<file path="src/rtl/fpu_wb_regs.sv">
// Wishbone register front-end for a floating-point unit.
// Holds operands A/B/C, the operation select and rounding mode, launches one
// FPU operation at a time and captures its result and exception flags.
// Optional feature macro: FPU_WB_IRQ_EN (completion interrupt with enable bit).
module fpu_wb_regs #(
   parameter logic [31:0] BASE_ADDR = 32'h3000_0000,
   parameter int          TIMEOUT   = 255
) (
   input  logic        wb_clk_i,
   input  logic        wb_rst_i,
   input  logic        wbs_cyc_i,
   input  logic        wbs_stb_i,
   input  logic        wbs_we_i,
   input  logic [3:0]  wbs_sel_i,
   input  logic [31:0] wbs_adr_i,
   input  logic [31:0] wbs_dat_i,
   output logic        wbs_ack_o,
   output logic [31:0] wbs_dat_o,
   output logic [31:0] fpu_a_o,
   output logic [31:0] fpu_b_o,
   output logic [31:0] fpu_c_o,
   output logic [11:0] fpu_op_o,
   output logic [2:0]  fpu_rm_o,
   output logic        fpu_valid_o,
   input  logic [31:0] fpu_result_i,
   input  logic [4:0]  fpu_flags_i,
   input  logic        fpu_ready_i,
   output logic        irq_o
);

   localparam int CW = $clog2(TIMEOUT + 1);

   localparam logic [7:0] OFF_A      = 8'h00;
   localparam logic [7:0] OFF_B      = 8'h04;
   localparam logic [7:0] OFF_C      = 8'h08;
   localparam logic [7:0] OFF_RESULT = 8'h0C;
   localparam logic [7:0] OFF_FLAGS  = 8'h10;
   localparam logic [7:0] OFF_STATUS = 8'h14;
   localparam logic [7:0] OFF_OP     = 8'h1C;
   localparam logic [7:0] OFF_RM     = 8'h24;

   typedef enum logic [1:0] {ST_IDLE, ST_BUSY, ST_DONE} state_t;

   state_t          r_state, w_state_next;
   logic            r_ack;
   logic [31:0]     r_dat_o;
   logic [31:0]     r_a, r_b, r_c, r_result;
   logic [4:0]      r_flags;
   logic [11:0]     r_op;
   logic [2:0]      r_rm;
   logic            r_done, r_timeout, r_launch;
   logic [CW-1:0]   r_cnt;

   logic            w_req, w_wr, w_wr_cfg, w_wr_status, w_busy;
   logic            w_ready, w_expire, w_ie;
   logic [7:0]      w_off;
   logic [31:0]     w_bmask, w_rdata, w_op_merged;

   // A held request is acked only every other cycle because r_ack masks it.
   assign w_req       = wbs_cyc_i & wbs_stb_i & ~r_ack &
                        (wbs_adr_i[31:8] == BASE_ADDR[31:8]);
   assign w_off       = wbs_adr_i[7:0];
   assign w_wr        = w_req & wbs_we_i;
   assign w_busy      = (r_state == ST_BUSY);
   // Operand/config writes are dropped while an operation is in flight.
   assign w_wr_cfg    = w_wr & ~w_busy;
   assign w_wr_status = w_wr & (w_off == OFF_STATUS) & wbs_sel_i[0];
   assign w_ready     = w_busy & fpu_ready_i;
   // Ready wins over a coinciding expiry.
   assign w_expire    = w_busy & ~fpu_ready_i & (r_cnt == CW'(TIMEOUT - 1));

   genvar gi;
   generate
      for (gi = 0; gi < 4; gi++) begin : g_bmask
         assign w_bmask[8*gi +: 8] = {8{wbs_sel_i[gi]}};
      end
   endgenerate

   function automatic logic [31:0] f_merge(input logic [31:0] old_val,
                                           input logic [31:0] new_val,
                                           input logic [31:0] mask);
      return (old_val & ~mask) | (new_val & mask);
   endfunction

   assign w_op_merged = f_merge({20'b0, r_op}, wbs_dat_i, w_bmask);

   // Read data multiplexer; unmapped offsets read as zero.
   always_comb begin
      w_rdata = 32'b0;
      case (w_off)
         OFF_A:      w_rdata = r_a;
         OFF_B:      w_rdata = r_b;
         OFF_C:      w_rdata = r_c;
         OFF_RESULT: w_rdata = r_result;
         OFF_FLAGS:  w_rdata = {27'b0, r_flags};
         OFF_STATUS: w_rdata = {28'b0, w_ie, r_timeout, r_done, w_busy};
         OFF_OP:     w_rdata = {19'b0, fpu_valid_o, r_op};
         OFF_RM:     w_rdata = {29'b0, r_rm};
         default:    w_rdata = 32'b0;
      endcase
   end

   // Next-state logic for the launch / compute / complete sequence.
   always_comb begin
      w_state_next = r_state;
      case (r_state)
         ST_IDLE: if (r_launch) w_state_next = ST_BUSY;
         ST_BUSY: if (w_ready || w_expire) w_state_next = ST_DONE;
         ST_DONE: begin
            if (r_launch)     w_state_next = ST_BUSY;
            else if (!r_done) w_state_next = ST_IDLE;
         end
         default: w_state_next = ST_IDLE;
      endcase
   end

   // State register and BUSY cycle counter.
   always_ff @(posedge wb_clk_i) begin
      if (wb_rst_i) begin
         r_state <= ST_IDLE;
         r_cnt   <= '0;
      end else begin
         r_state <= w_state_next;
         r_cnt   <= (w_busy && w_state_next == ST_BUSY) ? r_cnt + 1'b1 : '0;
      end
   end

   // Bus handshake: single-cycle ack with registered read data.
   always_ff @(posedge wb_clk_i) begin
      if (wb_rst_i) begin
         r_ack   <= 1'b0;
         r_dat_o <= 32'b0;
      end else begin
         r_ack   <= w_req;
         r_dat_o <= (w_req && !wbs_we_i) ? w_rdata : 32'b0;
      end
   end

   // Operand and configuration registers; launch is a one-cycle pulse into the FSM.
   always_ff @(posedge wb_clk_i) begin
      if (wb_rst_i) begin
         r_a      <= 32'b0;
         r_b      <= 32'b0;
         r_c      <= 32'b0;
         r_op     <= 12'b0;
         r_rm     <= 3'b0;
         r_launch <= 1'b0;
      end else begin
         r_launch <= w_wr_cfg & (w_off == OFF_OP) & wbs_sel_i[1] & wbs_dat_i[12];
         if (w_wr_cfg) begin
            case (w_off)
               OFF_A:   r_a  <= f_merge(r_a, wbs_dat_i, w_bmask);
               OFF_B:   r_b  <= f_merge(r_b, wbs_dat_i, w_bmask);
               OFF_C:   r_c  <= f_merge(r_c, wbs_dat_i, w_bmask);
               OFF_OP:  r_op <= w_op_merged[11:0];
               OFF_RM:  if (wbs_sel_i[0]) r_rm <= wbs_dat_i[2:0];
               default: ;
            endcase
         end
      end
   end

   // Completion capture and W1C status bits.
   always_ff @(posedge wb_clk_i) begin
      if (wb_rst_i) begin
         r_result  <= 32'b0;
         r_flags   <= 5'b0;
         r_done    <= 1'b0;
         r_timeout <= 1'b0;
      end else if (w_ready || w_expire) begin
         r_result  <= w_ready ? fpu_result_i : 32'b0;
         r_flags   <= w_ready ? fpu_flags_i : 5'b0;
         r_done    <= 1'b1;
         r_timeout <= w_expire;
      end else begin
         if (r_launch) r_done <= 1'b0;
         if (w_wr_status && wbs_dat_i[1]) r_done    <= 1'b0;
         if (w_wr_status && wbs_dat_i[2]) r_timeout <= 1'b0;
      end
   end

`ifdef FPU_WB_IRQ_EN
   logic r_ie, r_irq;

   // Interrupt enable and registered completion interrupt.
   always_ff @(posedge wb_clk_i) begin
      if (wb_rst_i) begin
         r_ie  <= 1'b0;
         r_irq <= 1'b0;
      end else begin
         if (w_wr_status) r_ie <= wbs_dat_i[3];
         r_irq <= (r_done | r_timeout) & r_ie;
      end
   end

   assign w_ie  = r_ie;
   assign irq_o = r_irq;
`else
   assign w_ie  = 1'b0;
   assign irq_o = 1'b0;
`endif

   assign wbs_ack_o   = r_ack;
   assign wbs_dat_o   = r_dat_o;
   assign fpu_a_o     = r_a;
   assign fpu_b_o     = r_b;
   assign fpu_c_o     = r_c;
   assign fpu_op_o    = r_op;
   assign fpu_rm_o    = r_rm;
   assign fpu_valid_o = w_busy;

endmodule
</file>
<file path="config.mk">
export PLATFORM = sky130hd
export DESIGN_NAME = fpu_wb_regs
export DESIGN_NICKNAME = d
export VERILOG_FILES = /design/src/rtl/fpu_wb_regs.sv
export SDC_FILE = /design/constraint.sdc
export NUM_CORES = 1
export LEC_CHECK = 0
export CAP_MARGIN = 5
export CORE_MARGIN = 4
export CORE_UTILIZATION = 42
export DETAILED_ROUTE_END_ITERATION = 8
export PLACE_DENSITY = 0.76
export SLEW_MARGIN = 25
export SYNTH_ARGS = -nofsm -noshare
export SYNTH_HDL_FRONTEND = slang
export SYNTH_SLANG_ARGS = --single-unit
</file>
<file path="constraint.sdc">
create_clock -name wb_clk_i -period 3.2 [get_ports wb_clk_i]
set_clock_uncertainty 0.2 [all_clocks]
set_input_delay 0.32 -clock wb_clk_i [delete_from_list [all_inputs] [get_ports wb_clk_i]]
set_output_delay 0.32 -clock wb_clk_i [all_outputs]
set_load 0.005 [all_outputs]
</file>
==> results of run 1 <==
## power breakdown
part	switching, mW	leakage [nW]	total [mW]	internal, mW
clock	0.997	0.276	2.12	1.12
combinational	0.108	1.93	0.244	0.136
sequential	0.000000000212	1.56	2.41	2.41
total	1.11	3.77	4.77	3.67
## path summary, 6_finish.rpt
kind	startpoint	end	slack [ps]	depth (start not counted)
hold reg to reg	r_flags[1]	r_flags[1]	270	2
setup / recovery	wbs_adr_i[3]	register	630	7
setup reg to reg	r_state[1]	register	850	6
hold / removal	wb_rst_i	wbs_ack_o	180	2
## logic make-up (layout without fill, tap and decap cells)
kind of cell | Yosys count | count (layout) | synth area share, %
and+or+nand+nor | 306 | 306 | 21.22
AOI/OAI and AO/OA | 126 | 126 | 10.49
muxes | 116 | 116 | 14.82
other | 1 | 2 | 0.04772
DFF | 194 | 194 | 49.42
adders and majority gates | 2 | 2 | 0.3184
xor gates and xnor gates | 6 | 6 | 0.6688
buffers and inverters | 59 | 330 | 3.009
## layout by cell type (no fill, tap or decap), types with 2 or more instances in the layout
cell and instances:
and2_1 2, nand3_1 50, clkinvlp_4 4, o21ai_0 5
a222oi_1 21, xnor2_1 3, nor2b_1 2, nor2_1 126
buf_12 2, nand2_1 72, nor4_4 16, a32oi_1 2
inv_8 4, mux2_2 3, clkbuf_16 17, nor3_1 5
inv_1 4, a22oi_1 21, a21oi_1 61, mux2i_1 113
xor2_1 3, clkinv_4 3, and4_1 2, dfxtp_1 194
nor4b_2 2, and3_1 4, a31oi_1 12, buf_4 38
ha_1 2, nor4_1 2, nand2b_1 2, nand2_2 2
nand4_1 4, nand3_2 2, clkdlybuf4s50_1 254
## layout make-up
type | count | area [µm²]
Clock inverter | 14 | 145.1
Inverter | 4 | 15.01
Tap cell | 229 | 286.5
Timing Repair Buffer | 294 | 2868
Clock buffer | 18 | 439.2
Fill cell | 1520 | 6818
Sequential cell | 194 | 3884
Multi-Input combinational cell | 557 | 3751
Antenna cell | 1 | 2.502
## stage by stage
step                cell area [µm²]  instances
finish                        11390       1311
CTS                           11390       1310
global route                  11390       1311
floorplan                      7859        810
global placement              10800       1278
detailed placement            10800       1278
## metal layers
metal	vias up	routed length [µm]
met1	3413	10890
met4	0	593
met2	367	12230
met5	-	0
li1	3414	-
met3	38	2556
==> results.sh, run 1 <==
export IMPL_yosys_most_used_dff="dfxtp_1"
export IMPL_rows=49
export IMPL_yosysTopAreaCell="dfxtp_1"
export IMPL_wirelength_um=26270
export IMPL_cts_tree="yes"
export IMPL_ios=257
export IMPL_coreArea_mm2=0.01821
export IMPL_final_core_util_pct=62.56
export IMPL_hold_buffers=0
export IMPL_setup_tns_ps=0
export IMPL_cp_start_kind="primary input"
export IMPL_rsz0062_at_grt="false"
export IMPL_critPathSlowestCell="nor3_1"
export IMPL_synth_edf_count=0
export IMPL_avgSynthCellArea_um2=9.702
export IMPL_seq_area_frac_synth_pct=49.42
export IMPL_post_synth_num_cell_types=49
export IMPL_grt_max_degree=61
export IMPL_grt_antenna_before_repair=1
export IMPL_pre_cts_slack_ps=198.7
export IMPL_p_leak_nw=3.767
export IMPL_drive_above_1_share_pct=9.436
export IMPL_hold_viol_final=0
export IMPL_worst_pin_slew_ps=664.9
export IMPL_grt_pass1_vias=7096
export IMPL_nNetsFinal=1181
export IMPL_cp_required_ps=3290
export IMPL_clk_path_buf_depth=2
export IMPL_drtIter0Drc=612
export IMPL_initial_core_util_pct=43.16
export IMPL_path_clk_slew_ps=70
export IMPL_dieArea_mm2=0.02096
export IMPL_crit_arrival_ps=2660
export IMPL_num_vias=7232
export IMPL_overflow=0
export IMPL_hold_path_class="in2reg"
export IMPL_period_minus_slack_ps=2572
export IMPL_dr_pass1_iters=7
export IMPL_cp_max_fo=8
export IMPL_die_w_um=144.8
export IMPL_clk_latency_ps=430
export IMPL_yosys_top_cells_area="dfxtp_1, mux2i_1, nor2_1, nor4_4, a21oi_1"
export IMPL_ant_nets=0
export IMPL_syn_to_final_growth_pct=44.94
export IMPL_async_reset_ff_share_pct=0
export IMPL_setup_violations_final=0
export IMPL_cts_setup_buffers=0
export IMPL_maxCapViolCount=0
export IMPL_peakVddDrop_mv=0.3864
export IMPL_crit_path_cell_trace="clkdlybuf4s50_1 > nor3_1 > nand3_2 > nor4_4 > buf_4 > mux2i_1 > nor2_1"
export IMPL_grt_pass1_wl_um=39680
export IMPL_use_met3_pct=6.934
export IMPL_yosysMostFrequentCell="dfxtp_1"
export IMPL_ys_seq_elements=194
export IMPL_cpPeakStageDelay_ps=580
export IMPL_place_hpwl_um=18590
export IMPL_worst_hold_slack_ps=177.7
export IMPL_met1_usage_pct=31.98
export IMPL_fp_dieH_um=144.8
export IMPL_status="finished clean"
export IMPL_p_total_mw=4.773
export IMPL_cts_buffers_inserted=17
export IMPL_syn_instance_count=810
export IMPL_h_tree_depth=4
export IMPL_max_freq_mhz=388.8
export IMPL_busiest_layer="met2"
export IMPL_gp_congestion=0.9784
export IMPL_slew_headroom_pct=55.33
export IMPL_tritoncts_num_sinks=194
export IMPL_layout_setup_ws_ps=627.8
export IMPL_grt_use_met2_pct=39.22
export IMPL_critical_path_top_delay_family="simple AND/OR/NAND/NOR gates"
export IMPL_period_share_pct=80.38
export IMPL_ys_top_cells_by_count="dfxtp_1, nor2_1, mux2i_1, nand2_1, a21oi_1"
export IMPL_finalMaxSlewViolations=0
export IMPL_wl_per_cell_um=20.04
export IMPL_root_buffer="clkbuf_16"
export IMPL_ctsResizeCount=0
export IMPL_worstSetupPathType="in2reg"
export IMPL_yosysWarningCount=0
export IMPL_power_density_mw_per_mm2=419.0
export IMPL_place_port_buffers=255
export IMPL_route_detailed_drc=0
export IMPL_synth_nets=923
export IMPL_yosysTopAreaCellShare_pct=49.42
export IMPL_crit_buf_inv=2
export IMPL_synthesis_area_mm2=0.007859
export IMPL_grt_use_total_pct=24.58
export IMPL_critPathCaptureType="register"
export IMPL_via_per_inst=5.516
Note: power is estimated with default switching activity, not from simulation.
==> run 2: changes to the inputs <==
- PLACE_DENSITY: 0.76 -> 0.79
- clock period: 3.2 -> 2.12 ns (I/O delays scaled with it)
==> run 2 against run 1 <==
Hold slack got worse by 270 ps; power increased by 50%; sequential power increased by 51%; combinational power increased by 70%; non-clock buffer count increased by 40; first-iteration DRC count decreased by 4.9%; die area unchanged; setup slack got worse by 630 ps; global-route usage increased by 0.19 points; sequential cell count unchanged; the flow now finishes with violations (negative hold slack, negative setup slack); clock-buffer cell count increased by 4.
==> results.sh, run 2 (same netlist as run 1, synthesis figures left out) <==
export IMPL_violations="negative hold slack, negative setup slack"
export IMPL_gp_congestion=0.8997
export IMPL_p_leak_nw=4.145
export IMPL_status="finished, violations left"
export IMPL_antennaDiodeCount=0
export IMPL_multi_input_area_mm2=0.003999
export IMPL_wirelength_um=26740
export IMPL_crit_arrival_ps=2280
export IMPL_seq_area_mm2=0.003885
export IMPL_worst_pin_slew_ps=633.3
export IMPL_clk_path_buf_depth=2
export IMPL_drtIter0Drc=582
export IMPL_via_per_inst=5.532
export IMPL_fillCellCount=1429
export IMPL_tritoncts_num_sinks=194
export IMPL_ios=257
export IMPL_max_freq_mhz=471.5
export IMPL_maxCapViolCount=0
export IMPL_cts_buffers_inserted=17
export IMPL_crit_path_cell_trace="clkdlybuf4s50_1 > nor4_4 > nand4_4 > or2_4 > or3_4 > buf_12 > a31oi_4"
export IMPL_reg2reg_from="wbs_ack_o"
export IMPL_dieArea_mm2=0.02096
export IMPL_grt_antenna_before_repair=0
export IMPL_worst_hold_slack_ps=-94.80
export IMPL_die_w_um=144.8
export IMPL_worstSetupPathType="in2reg"
export IMPL_grt_pass1_wl_um=40500
export IMPL_nNetsFinal=1221
export IMPL_rows=49
export IMPL_coreArea_mm2=0.01821
export IMPL_hold_buffers=1
export IMPL_num_vias=7468
export IMPL_period_minus_slack_ps=2121
export IMPL_grt_max_degree=61
export IMPL_setup_tns_ps=-1.567
export IMPL_cpPeakStageDelay_ps=440
export IMPL_ant_nets=0
export IMPL_place_hpwl_um=18790
export IMPL_hold_path_class="in2reg"
export IMPL_final_core_util_pct=67.32
export IMPL_final_common_cell="clkdlybuf4s50_1"
export IMPL_dr_pass1_iters=7
export IMPL_clk_latency_ps=430
export IMPL_critPathSlowestCell="clkdlybuf4s50_1"
export IMPL_layout_setup_ws_ps=-1.090
export IMPL_place_port_buffers=255
export IMPL_cts_tree="yes"
export IMPL_route_detailed_drc=0
export IMPL_cp_start_kind="primary input"
export IMPL_crit_buf_inv=2
export IMPL_finalMaxSlewViolations=0
export IMPL_setup_violations_final=2
export IMPL_h_tree_depth=4
export IMPL_cp_max_fo=18
export IMPL_path_clk_slew_ps=70
export IMPL_critPathCaptureType="register"
export IMPL_period_share_pct=100.1
export IMPL_hold_viol_final=13
export IMPL_cp_required_ps=2280
export IMPL_fp_dieH_um=144.8
export IMPL_peakVddDrop_mv=0.5301
export IMPL_critPathLaunch="wbs_adr_i[17]"
export IMPL_grt_pass1_vias=7606
export IMPL_power_density_mw_per_mm2=583.9
export IMPL_worstHoldStart="wb_rst_i"
export IMPL_layout_common_cells="clkdlybuf4s50_1, dfxtp_1, nor2_1"
export IMPL_root_buffer="clkbuf_16"
export IMPL_syn_to_final_growth_pct=55.98
export IMPL_grt_use_total_pct=24.77
export IMPL_overflow=0
export IMPL_wl_per_cell_um=19.80
export IMPL_initial_core_util_pct=43.16
export IMPL_rsz0062_at_grt="true"
export IMPL_critical_path_top_delay_family="simple AND/OR/NAND/NOR gates"
export IMPL_drive_above_1_share_pct=16.32
export IMPL_slew_headroom_pct=57.78
-- run 2: final timing paths --
check | end | slack [ps] | cells after the start
worst max-delay path | wbs_dat_o[11] | -1 | 7
worst min-delay path | wbs_ack_o | -90 | 2
worst max register to register | wbs_dat_o[11] | -1 | 6
worst min register to register | r_cnt[0] | 270 | 1
-- run 2: report_power, final --
part           total (mW)  switching [mW]  leakage [nW]  internal (mW)
registers            3.64  0.000000000218          1.56           3.64
clock network        3.10            1.46         0.274           1.64
logic               0.416           0.183          2.31          0.234
-- run 2: cell type report --
class / count / share of cell area [%]
clock buffers: 22 / 3.869
clock inverters: 10 / 0.7655
inverters: 4 / 0.1225
multi-input cells: 557 / 32.62
flip-flops and latches: 194 / 31.69
well taps: 229 / 2.337
repair buffers: 334 / 28.59
-- run 2: what timing repair did --
item	in CTS	in global routing
setup endpoints to repair	123	122
resized for setup	18	36
pin swaps	3	12
buffers inserted	4	1
gates cloned	1	0
hold endpoints to repair	13	13
-- run 2: per-layer routing --
metal  track usage [%]  up-vias  routed length [µm]
li1                  -     3492                   -
met1             30.80     3611               11020
met2             42.43      326               12950
met3             6.408       39                2287
met4             7.118        0                 479
met5                 0        -                   0
-- run 2: stage by stage --
step	setup WS (ps)	std cells	hold WS [ps]	cell area, µm²	power (mW)
floorplan	-70.79	810	148.0	7984	3.810
global placement	-525.2	1312	243.9	11380	4.119
detailed placement	-576.9	1312	256.1	11380	4.120
CTS	-37.72	1350	-102.3	12100	7.186
global route	-69.88	1350	-91.66	12260	7.373
finish	-1.090	1350	-94.80	12260	7.157
